File: config.mk
export PLATFORM = sky130hd
export DESIGN_NAME = ysyx_201979054_axi_burst_ctrl
export DESIGN_NICKNAME = d
export VERILOG_FILES = /design/src/rtl/ysyx_201979054_axi_pkg.sv /design/src/rtl/ysyx_201979054_line_buffer.sv /design/src/rtl/ysyx_201979054_axi_burst_ctrl.sv
export SDC_FILE = /design/constraint.sdc
export NUM_CORES = 1
export LEC_CHECK = 0
export ABC_AREA = 1
export CELL_PAD_IN_SITES_DETAIL_PLACEMENT = 0
export CELL_PAD_IN_SITES_GLOBAL_PLACEMENT = 2
export CORE_AREA = 8 8 465 467
export CTS_BUF_LIST = sky130_fd_sc_hd__clkbuf_2
export DETAILED_ROUTE_END_ITERATION = 10
export DIE_AREA = 0 0 473 475
export MAX_ROUTING_LAYER = met4
export PLACE_DENSITY = 0.53
export SLEW_MARGIN = 15
export SYNTH_ARGS = -nofsm -noshare
export SYNTH_HDL_FRONTEND = slang
export SYNTH_SLANG_ARGS = --single-unit
File: constraint.sdc
create_clock -name clk -period 5.7 [get_ports clk]
set_clock_uncertainty 0.1 [all_clocks]
set_input_delay 0.57 -clock clk [delete_from_list [all_inputs] [get_ports clk]]
set_output_delay 0.57 -clock clk [all_outputs]
set_load 0.01 [all_outputs]
File: src/rtl/ysyx_201979054_axi_pkg.sv
// Shared types and constants for the cache-line AXI4-Lite burst controller.
// Latency: n/a (package only).
// Backpressure: n/a (package only).
package ysyx_201979054_axi_pkg;

  localparam int DEF_AXI_ADDR_W = 32;
  localparam int DEF_AXI_DATA_W = 32;
  localparam int DEF_BEATS      = 16;

  localparam logic [1:0] RESP_OKAY   = 2'b00;
  localparam logic [1:0] RESP_EXOKAY = 2'b01;
  localparam logic [1:0] RESP_SLVERR = 2'b10;
  localparam logic [1:0] RESP_DECERR = 2'b11;

  typedef enum logic [2:0] {
    S_IDLE,
    S_RD_ADDR,
    S_RD_DATA,
    S_WR_REQ,
    S_WR_RESP,
    S_DONE
  } t_burst_state;

  // Anything other than OKAY counts as a failed beat for o_err.
  function automatic logic resp_is_err(input logic [1:0] resp);
    return resp != RESP_OKAY;
  endfunction

endpackage

File: src/rtl/ysyx_201979054_line_buffer.sv
// Line buffer: BEATS words of DATA_W, whole-line load or single-word write, combinational word read.
// Latency: writes/loads visible the cycle after the edge; reads are combinational.
// Backpressure: none; load has priority over word write.
// Ports: clk/arst (sync, active-high); load/load_line; wr/wr_idx/wr_word;
//        rd_idx/rd_word; line (full contents, word 0 in the LSBs).
module ysyx_201979054_line_buffer #(
  parameter int DATA_W = 32,
  parameter int BEATS  = 16
) (
  input  logic                       clk,
  input  logic                       arst,
  input  logic                       load,
  input  logic [BEATS*DATA_W-1:0]    load_line,
  input  logic                       wr,
  input  logic [$clog2(BEATS)-1:0]   wr_idx,
  input  logic [DATA_W-1:0]          wr_word,
  input  logic [$clog2(BEATS)-1:0]   rd_idx,
  output logic [DATA_W-1:0]          rd_word,
  output logic [BEATS*DATA_W-1:0]    line
);

  logic [DATA_W-1:0] words [BEATS];

  always_ff @(posedge clk) begin
    if (arst) begin
      for (int i = 0; i < BEATS; i++) words[i] <= '0;
    end else if (load) begin
      for (int i = 0; i < BEATS; i++) words[i] <= load_line[i*DATA_W +: DATA_W];
    end else if (wr) begin
      words[wr_idx] <= wr_word;
    end
  end

  assign rd_word = words[rd_idx];

  always_comb begin
    line = '0;
    for (int i = 0; i < BEATS; i++) line[i*DATA_W +: DATA_W] = words[i];
  end

endmodule

File: src/rtl/ysyx_201979054_axi_burst_ctrl.sv
// Cache-line transfer controller: BEATS single-beat AXI4-Lite reads (fill) or writes (writeback).
// Latency: zero-wait slave gives o_done in cycle 2*BEATS+1 after the start edge; o_done lasts one cycle.
// Backpressure: one transaction outstanding; VALIDs held with stable payload until READY.
// Ports: clk, arst (sync, active-high); i_start_rd/i_start_wr/i_base_addr/i_wr_line;
//        o_rd_line/o_busy/o_done/o_err; AXI4-Lite master AR/R/AW/W/B channels.
// Option: define BURST_ABORT_ON_ERR_EN to end a burst at the first non-OKAY response.
module ysyx_201979054_axi_burst_ctrl
  import ysyx_201979054_axi_pkg::*;
#(
  parameter int AXI_ADDR_W = DEF_AXI_ADDR_W,
  parameter int AXI_DATA_W = DEF_AXI_DATA_W,
  parameter int BEATS      = DEF_BEATS
) (
  input  logic                          clk,
  input  logic                          arst,
  input  logic                          i_start_rd,
  input  logic                          i_start_wr,
  input  logic [AXI_ADDR_W-1:0]         i_base_addr,
  input  logic [BEATS*AXI_DATA_W-1:0]   i_wr_line,
  output logic [BEATS*AXI_DATA_W-1:0]   o_rd_line,
  output logic                          o_busy,
  output logic                          o_done,
  output logic                          o_err,
  output logic [AXI_ADDR_W-1:0]         araddr,
  output logic [2:0]                    arprot,
  output logic                          arvalid,
  input  logic                          arready,
  input  logic [AXI_DATA_W-1:0]         rdata,
  input  logic [1:0]                    rresp,
  input  logic                          rvalid,
  output logic                          rready,
  output logic [AXI_ADDR_W-1:0]         awaddr,
  output logic [2:0]                    awprot,
  output logic                          awvalid,
  input  logic                          awready,
  output logic [AXI_DATA_W-1:0]         wdata,
  output logic [AXI_DATA_W/8-1:0]       wstrb,
  output logic                          wvalid,
  input  logic                          wready,
  input  logic [1:0]                    bresp,
  input  logic                          bvalid,
  output logic                          bready
);

  localparam int CNT_W = $clog2(BEATS);
  localparam int BSH   = $clog2(AXI_DATA_W/8);
  localparam int OFF_W = $clog2(BEATS*AXI_DATA_W/8);
  localparam logic [CNT_W-1:0]      CNT_LAST = CNT_W'(BEATS-1);
  localparam logic [AXI_ADDR_W-1:0] OFF_MASK = AXI_ADDR_W'((64'd1 << OFF_W) - 64'd1);

`ifdef BURST_ABORT_ON_ERR_EN
  localparam bit ABORT_ON_ERR = 1'b1;
`else
  localparam bit ABORT_ON_ERR = 1'b0;
`endif

  t_burst_state state, state_nxt;
  logic [CNT_W-1:0]      cnt;
  logic [AXI_ADDR_W-1:0] base;
  logic [AXI_ADDR_W-1:0] beat_addr;
  logic                  aw_done, w_done, err;
  logic                  start_cap, buf_load, buf_wr, cnt_inc, hs_clr, err_set;
  logic                  aw_fire, w_fire, last_beat;
  logic [AXI_DATA_W-1:0] buf_word;

  assign last_beat = (cnt == CNT_LAST);
  assign beat_addr = base + (AXI_ADDR_W'(cnt) << BSH);
  assign aw_fire   = awvalid & awready;
  assign w_fire    = wvalid & wready;

  always_ff @(posedge clk) begin
    if (arst) state <= S_IDLE;
    else      state <= state_nxt;
  end

  always_comb begin
    state_nxt = state;
    start_cap = 1'b0;
    buf_load  = 1'b0;
    buf_wr    = 1'b0;
    cnt_inc   = 1'b0;
    hs_clr    = 1'b0;
    err_set   = 1'b0;
    case (state)
      S_IDLE: begin
        // Read wins a simultaneous start; the write request is simply dropped.
        if (i_start_rd) begin
          state_nxt = S_RD_ADDR;
          start_cap = 1'b1;
        end else if (i_start_wr) begin
          state_nxt = S_WR_REQ;
          start_cap = 1'b1;
          buf_load  = 1'b1;
        end
      end
      S_RD_ADDR: begin
        if (arready) state_nxt = S_RD_DATA;
      end
      S_RD_DATA: begin
        if (rvalid) begin
          buf_wr  = 1'b1;
          err_set = resp_is_err(rresp);
          if (last_beat || (ABORT_ON_ERR && err_set)) begin
            state_nxt = S_DONE;
          end else begin
            cnt_inc   = 1'b1;
            state_nxt = S_RD_ADDR;
          end
        end
      end
      S_WR_REQ: begin
        // AW and W complete independently; a handshake in this cycle counts
        // as done even though its flag only registers at the edge.
        if ((aw_done || aw_fire) && (w_done || w_fire)) begin
          hs_clr    = 1'b1;
          state_nxt = S_WR_RESP;
        end
      end
      S_WR_RESP: begin
        if (bvalid) begin
          err_set = resp_is_err(bresp);
          if (last_beat || (ABORT_ON_ERR && err_set)) begin
            state_nxt = S_DONE;
          end else begin
            cnt_inc   = 1'b1;
            state_nxt = S_WR_REQ;
          end
        end
      end
      S_DONE: begin
        state_nxt = S_IDLE;
      end
      default: begin
        state_nxt = S_IDLE;
      end
    endcase
  end

  always_ff @(posedge clk) begin
    if (arst) begin
      cnt     <= '0;
      base    <= '0;
      err     <= 1'b0;
      aw_done <= 1'b0;
      w_done  <= 1'b0;
    end else begin
      if (start_cap) begin
        cnt  <= '0;
        base <= i_base_addr & ~OFF_MASK;
        err  <= 1'b0;
      end else begin
        if (cnt_inc) cnt <= cnt + CNT_W'(1);
        if (err_set) err <= 1'b1;
      end
      if (hs_clr) begin
        aw_done <= 1'b0;
        w_done  <= 1'b0;
      end else begin
        if (aw_fire) aw_done <= 1'b1;
        if (w_fire)  w_done  <= 1'b1;
      end
    end
  end

  ysyx_201979054_line_buffer #(
    .DATA_W (AXI_DATA_W),
    .BEATS  (BEATS)
  ) u_line_buffer (
    .clk       (clk),
    .arst      (arst),
    .load      (buf_load),
    .load_line (i_wr_line),
    .wr        (buf_wr),
    .wr_idx    (cnt),
    .wr_word   (rdata),
    .rd_idx    (cnt),
    .rd_word   (buf_word),
    .line      (o_rd_line)
  );

  // Every output is a decode of registered state, flags or buffer contents.
  assign o_busy  = (state != S_IDLE);
  assign o_done  = (state == S_DONE);
  assign o_err   = err;
  assign araddr  = beat_addr;
  assign arprot  = 3'b000;
  assign arvalid = (state == S_RD_ADDR);
  assign rready  = (state == S_RD_DATA);
  assign awaddr  = beat_addr;
  assign awprot  = 3'b000;
  assign awvalid = (state == S_WR_REQ) && !aw_done;
  assign wdata   = buf_word;
  assign wstrb   = '1;
  assign wvalid  = (state == S_WR_REQ) && !w_done;
  assign bready  = (state == S_WR_RESP);

endmodule

==> out/results.ini, run 1 <==
[die]
start_util = 0.140
chipHeight_um = 475
io_pins = 1215
rows = 168
fp.dieW_um = 473

[clock_tree]
root_buffer = clkbuf_2
cts_buffers = 190
cts_max_level = 4
cts_sinks = 552
cts_resized = 21
cts_max_path_buffers = 3
postCtsSetupRepairBufs = 16
hold_buffers = 1459

[logic_synthesis]
syn_area_um2 = 29200
synth_area_per_cell_um2 = 9.16
synth.distinct_cells = 32
ys_ff_latch = 552
syn_inst = 3188
synth_seq_area_share = 0.554
yosys_warnings = 0

[run_status]
error = [ERROR RSZ-0060] Max buffer count reached.
status = did not finish
lastStage = clock tree synthesis (4_1_cts)

[placed_design]
gp_congestion = 0.866
dp.cells = 6945
portBuffers = 1194
dp_hpwl_um = 186000

[cells in the mapped netlist]
cell type  count  area (um2)
buf_1         33         124
nor2_2         2        12.5
buf_4         44         330
nor2_1        27         101
nand3_2        3        30.0
o21ai_1      186         931
inv_1        337        1260
nand4_1        8        50.1
ha_1           4        50.1
nand2_2        8        50.1
conb_1         2        7.51
a21oi_1      160         801
buf_2         82         410
xor2_1         2        17.5
o21ai_2        1        8.76
nand2_1      202         758
o21ai_0      485        2430
inv_2          3        11.3
dfxtp_1       40         801
nor2_8         1        20.0
o211ai_1     128         961
nand2_4        1        11.3
edfxtp_1     512       15400
nand3_1      714        3570
o22ai_1        1        6.26
or2_2          1        6.26
buf_6         37         417
nand3b_1       2        15.0
clkinv_4       1        8.76
nor3_1         1        5.00
clkbuf_1     159         597
buf_8          1        15.0
[cell families after synthesis]
family | after synthesis | share of synthesized area
buf+inv | 697 | 0.109
simple gates | 970 | 0.159
xor+xnor | 2 | 0.000600
other cells | 2 | 0.000257
compound gates | 961 | 0.176
flops | 552 | 0.554
fa+ha+maj | 4 | 0.00171
[metrics by stage]
stage               area [um2]  worst slack [ps]  utilization
floorplan                29200              3220            -
global placement         43900              1750        0.210
detailed placement       43900              1720        0.210
==> run 2: changes to the inputs <==
--- a/config.mk
+++ b/config.mk
@@ -6,14 +6,10 @@
 export NUM_CORES = 1
 export LEC_CHECK = 0
 export ABC_AREA = 1
-export CELL_PAD_IN_SITES_DETAIL_PLACEMENT = 0
-export CELL_PAD_IN_SITES_GLOBAL_PLACEMENT = 2
-export CORE_AREA = 8 8 465 467
-export CTS_BUF_LIST = sky130_fd_sc_hd__clkbuf_2
+export CORE_AREA = 8 8 466 468
 export DETAILED_ROUTE_END_ITERATION = 10
-export DIE_AREA = 0 0 473 475
-export MAX_ROUTING_LAYER = met4
-export PLACE_DENSITY = 0.53
+export DIE_AREA = 0 0 474 476
+export PLACE_DENSITY_LB_ADDON = 0.15
 export SLEW_MARGIN = 15
 export SYNTH_ARGS = -nofsm -noshare
 export SYNTH_HDL_FRONTEND = slang
==> out/results.ini, run 2 <==
[cells_and_area]
multi_input_area_um2 = 10000
drive_above_1_share = 0.0606
reg_top3 = u_line_buffer.words x512, base x26, cnt x4
stdcell_area_um2 = 46400
final_cell_mix = 1,194 x clkdlybuf4s50_1, 712 x nand3_1, 512 x edfxtp_1, 485 x o21ai_0, 336 x inv_1
fin_nets = 4822
instances_no_fill = 7131
layout_commonest_cell = clkdlybuf4s50_1
largest-register = u_line_buffer.words
n_fill_cell = 23300
largest_reg_flops = 512
regArea_um2 = 16200
syn2layout_area_growth_pct = 58.9

[global_routing]
overflow = 0
grt_pass1_wl_um = 302000
antenna_found_initial = 49
grt_max_degree = 161
grtUsageTotal = 0.197
grt_pass1_vias = 30800

[placed_design]
dpl_cell_area_um2 = 43900
dp.cells = 6967
gp_congestion = 0.839
dp_hpwl_um = 177000
portBuffers = 1194

[logic_synthesis]
synthArstFlopShare = 0
ys_ff_latch = 552
synth_top_flop_cell = edfxtp_1
synth_commonest_cells = 714 x nand3_1, 512 x edfxtp_1, 485 x o21ai_0
synth_seq_area_share = 0.554
yosys.area.top_type = edfxtp_1
syn_inst = 3188
ys_top_cells_by_area = edfxtp_1 53%, nand3_1 12%, o21ai_0 8.3%
synth_area_per_cell_um2 = 9.16
synth_edf_count = 512
yosys.cell_count.top_type = nand3_1
synth_top_cell_area_share = 0.527
synth.distinct_cells = 32
yosys_warnings = 0
syn_area_um2 = 29200

[timing]
worst_slew_pin_slew_ps = 1120
fin_tns_setup_ps = 0
slew_headroom = 0.255
fin_crit_ps = 4580
clock.fmax_mhz = 218
finalSetupViolations = 0
finalCritPeriodShare = 0.804
hold_viol_final = 0
rsz0062_at_grt = false
final_max_slew_viol_count = 0

[power]
p_leak_nw = 16.1
vdd_ir_drop_max_mv = 0.203
power_density_nw_per_um2 = 370

[hold_path]
hold_path.class = register to register
whs_endpoint = base[15]
hold_start = base[15]
holdPathStages = 2

[drt]
first_pass_iters = 5
drt.antenna.violating_nets = 0
viasPerCell = 4.25
drcViolationCount = 0
vias = 30300
drt-total-wl_um = 234000
wl_per_cell_um = 32.8
drtIter0Drc = 2384

[setup_path]
crit_required_ps = 5030
worstPathMaxFanout = 34
cp-end-kind = output port
startpoint_type = register
r2r_slack_ps = 2340
r2r-start = cnt[3]
setup.worst_path.class = register to output port
reg2regPathDepth = 6
worst_ep_arrival_time_ps = 3910
r2r_end = u_line_buffer.words[11][24]

[clock_tree]
cts_buffers = 81
cts_sinks = 552
hold_buffers = 0
clk_pin_slew_ps = 60
postCtsSetupRepairBufs = 0
cts_max_level = 3
root_buffer = clkbuf_16
clk_latency_ps = 680
cts_resized = 0
cts_tree = done
cts_max_path_buffers = 3

[die]
fp.dieW_um = 474
chipHeight_um = 476
io_pins = 1215
rows = 169
design.core.area_um2 = 210000
start_util = 0.139
die-area_um2 = 226000

[run]
maxCapViolCount = 0

[run_status]
status = finished clean

==> run 2: cell type report <==
cell class | count | share of cell area
clock inverter | 33 | 0.00572
tap | 2821 | 0.0761
inverter | 341 | 0.0279
antenna | 23 | 0.00124
multi-input combinational | 1951 | 0.216
sequential | 552 | 0.349
clock buffer | 108 | 0.0472
timing repair buffer | 1302 | 0.277
==> run 2: cell families (layout without fill, tap and decap cells) <==
kind of cell	after synthesis	in the layout	synth area share
simple gates	970	970	0.159
compound gates	961	961	0.176
buf+inv	697	1784	0.109
flops	552	552	0.554
fa+ha+maj	4	4	0.00171
other cells	2	37	0.000257
xor+xnor	2	2	0.000600
==> run 2: layer usage <==
metal  vias to the layer above  routed length [um]  GRT usage
met5                         -                 162          0
met4                        26                6480     0.0569
met3                       238               19600     0.0627
met2                      1352              116000      0.346
met1                     15200               91900      0.229
li1                      13400                   -          -
==> run 2: worst max path at each step <==
| stage | end | slack [ps] | cells past startpoint |
|---|---|---|---|
| after floorplan | u_line_buffer.words[0][0] | 3220 | 10 |
| after global placement | u_line_buffer.words[9][31] | 1740 | 7 |
| after detailed placement | u_line_buffer.words[9][31] | 1740 | 7 |
| after CTS | wdata[28] | 940 | 6 |
| after global routing | wdata[25] | 980 | 6 |
| final | wdata[28] | 1120 | 6 |
==> run 2: critical path: stages (launching register included) <==
cell and delay, ps:
dfxtp_4 780, inv_4 400, buf_4 390, nand3_1 180, nand3_1 450, nand2_1 250, clkdlybuf4s50_1 660
==> run 2: through the flow <==
step | hold WS, ps | power [mW] | setup WS [ps] | util
after floorplan | 347 | 8.21 | 3220 | -
final | 365 | 17.2 | 1120 | 0.220
after CTS | 306 | 17.5 | 938 | 0.220
after global routing | 371 | 18.0 | 977 | 0.220
after global placement | 352 | 12.5 | 1740 | 0.208
after detailed placement | 347 | 12.4 | 1740 | 0.208
==> run 2: power breakdown <==
| group | internal [mW] | leakage (nW) | total [mW] | switching, mW |
|---|---|---|---|---|
| combinational | 2.50 | 9.21 | 6.33 | 3.83 |
| clock | 2.83 | 1.20 | 4.99 | 2.17 |
| sequential | 5.23 | 5.67 | 5.85 | 0.617 |
Note: power is estimated with default switching activity, not from simulation.
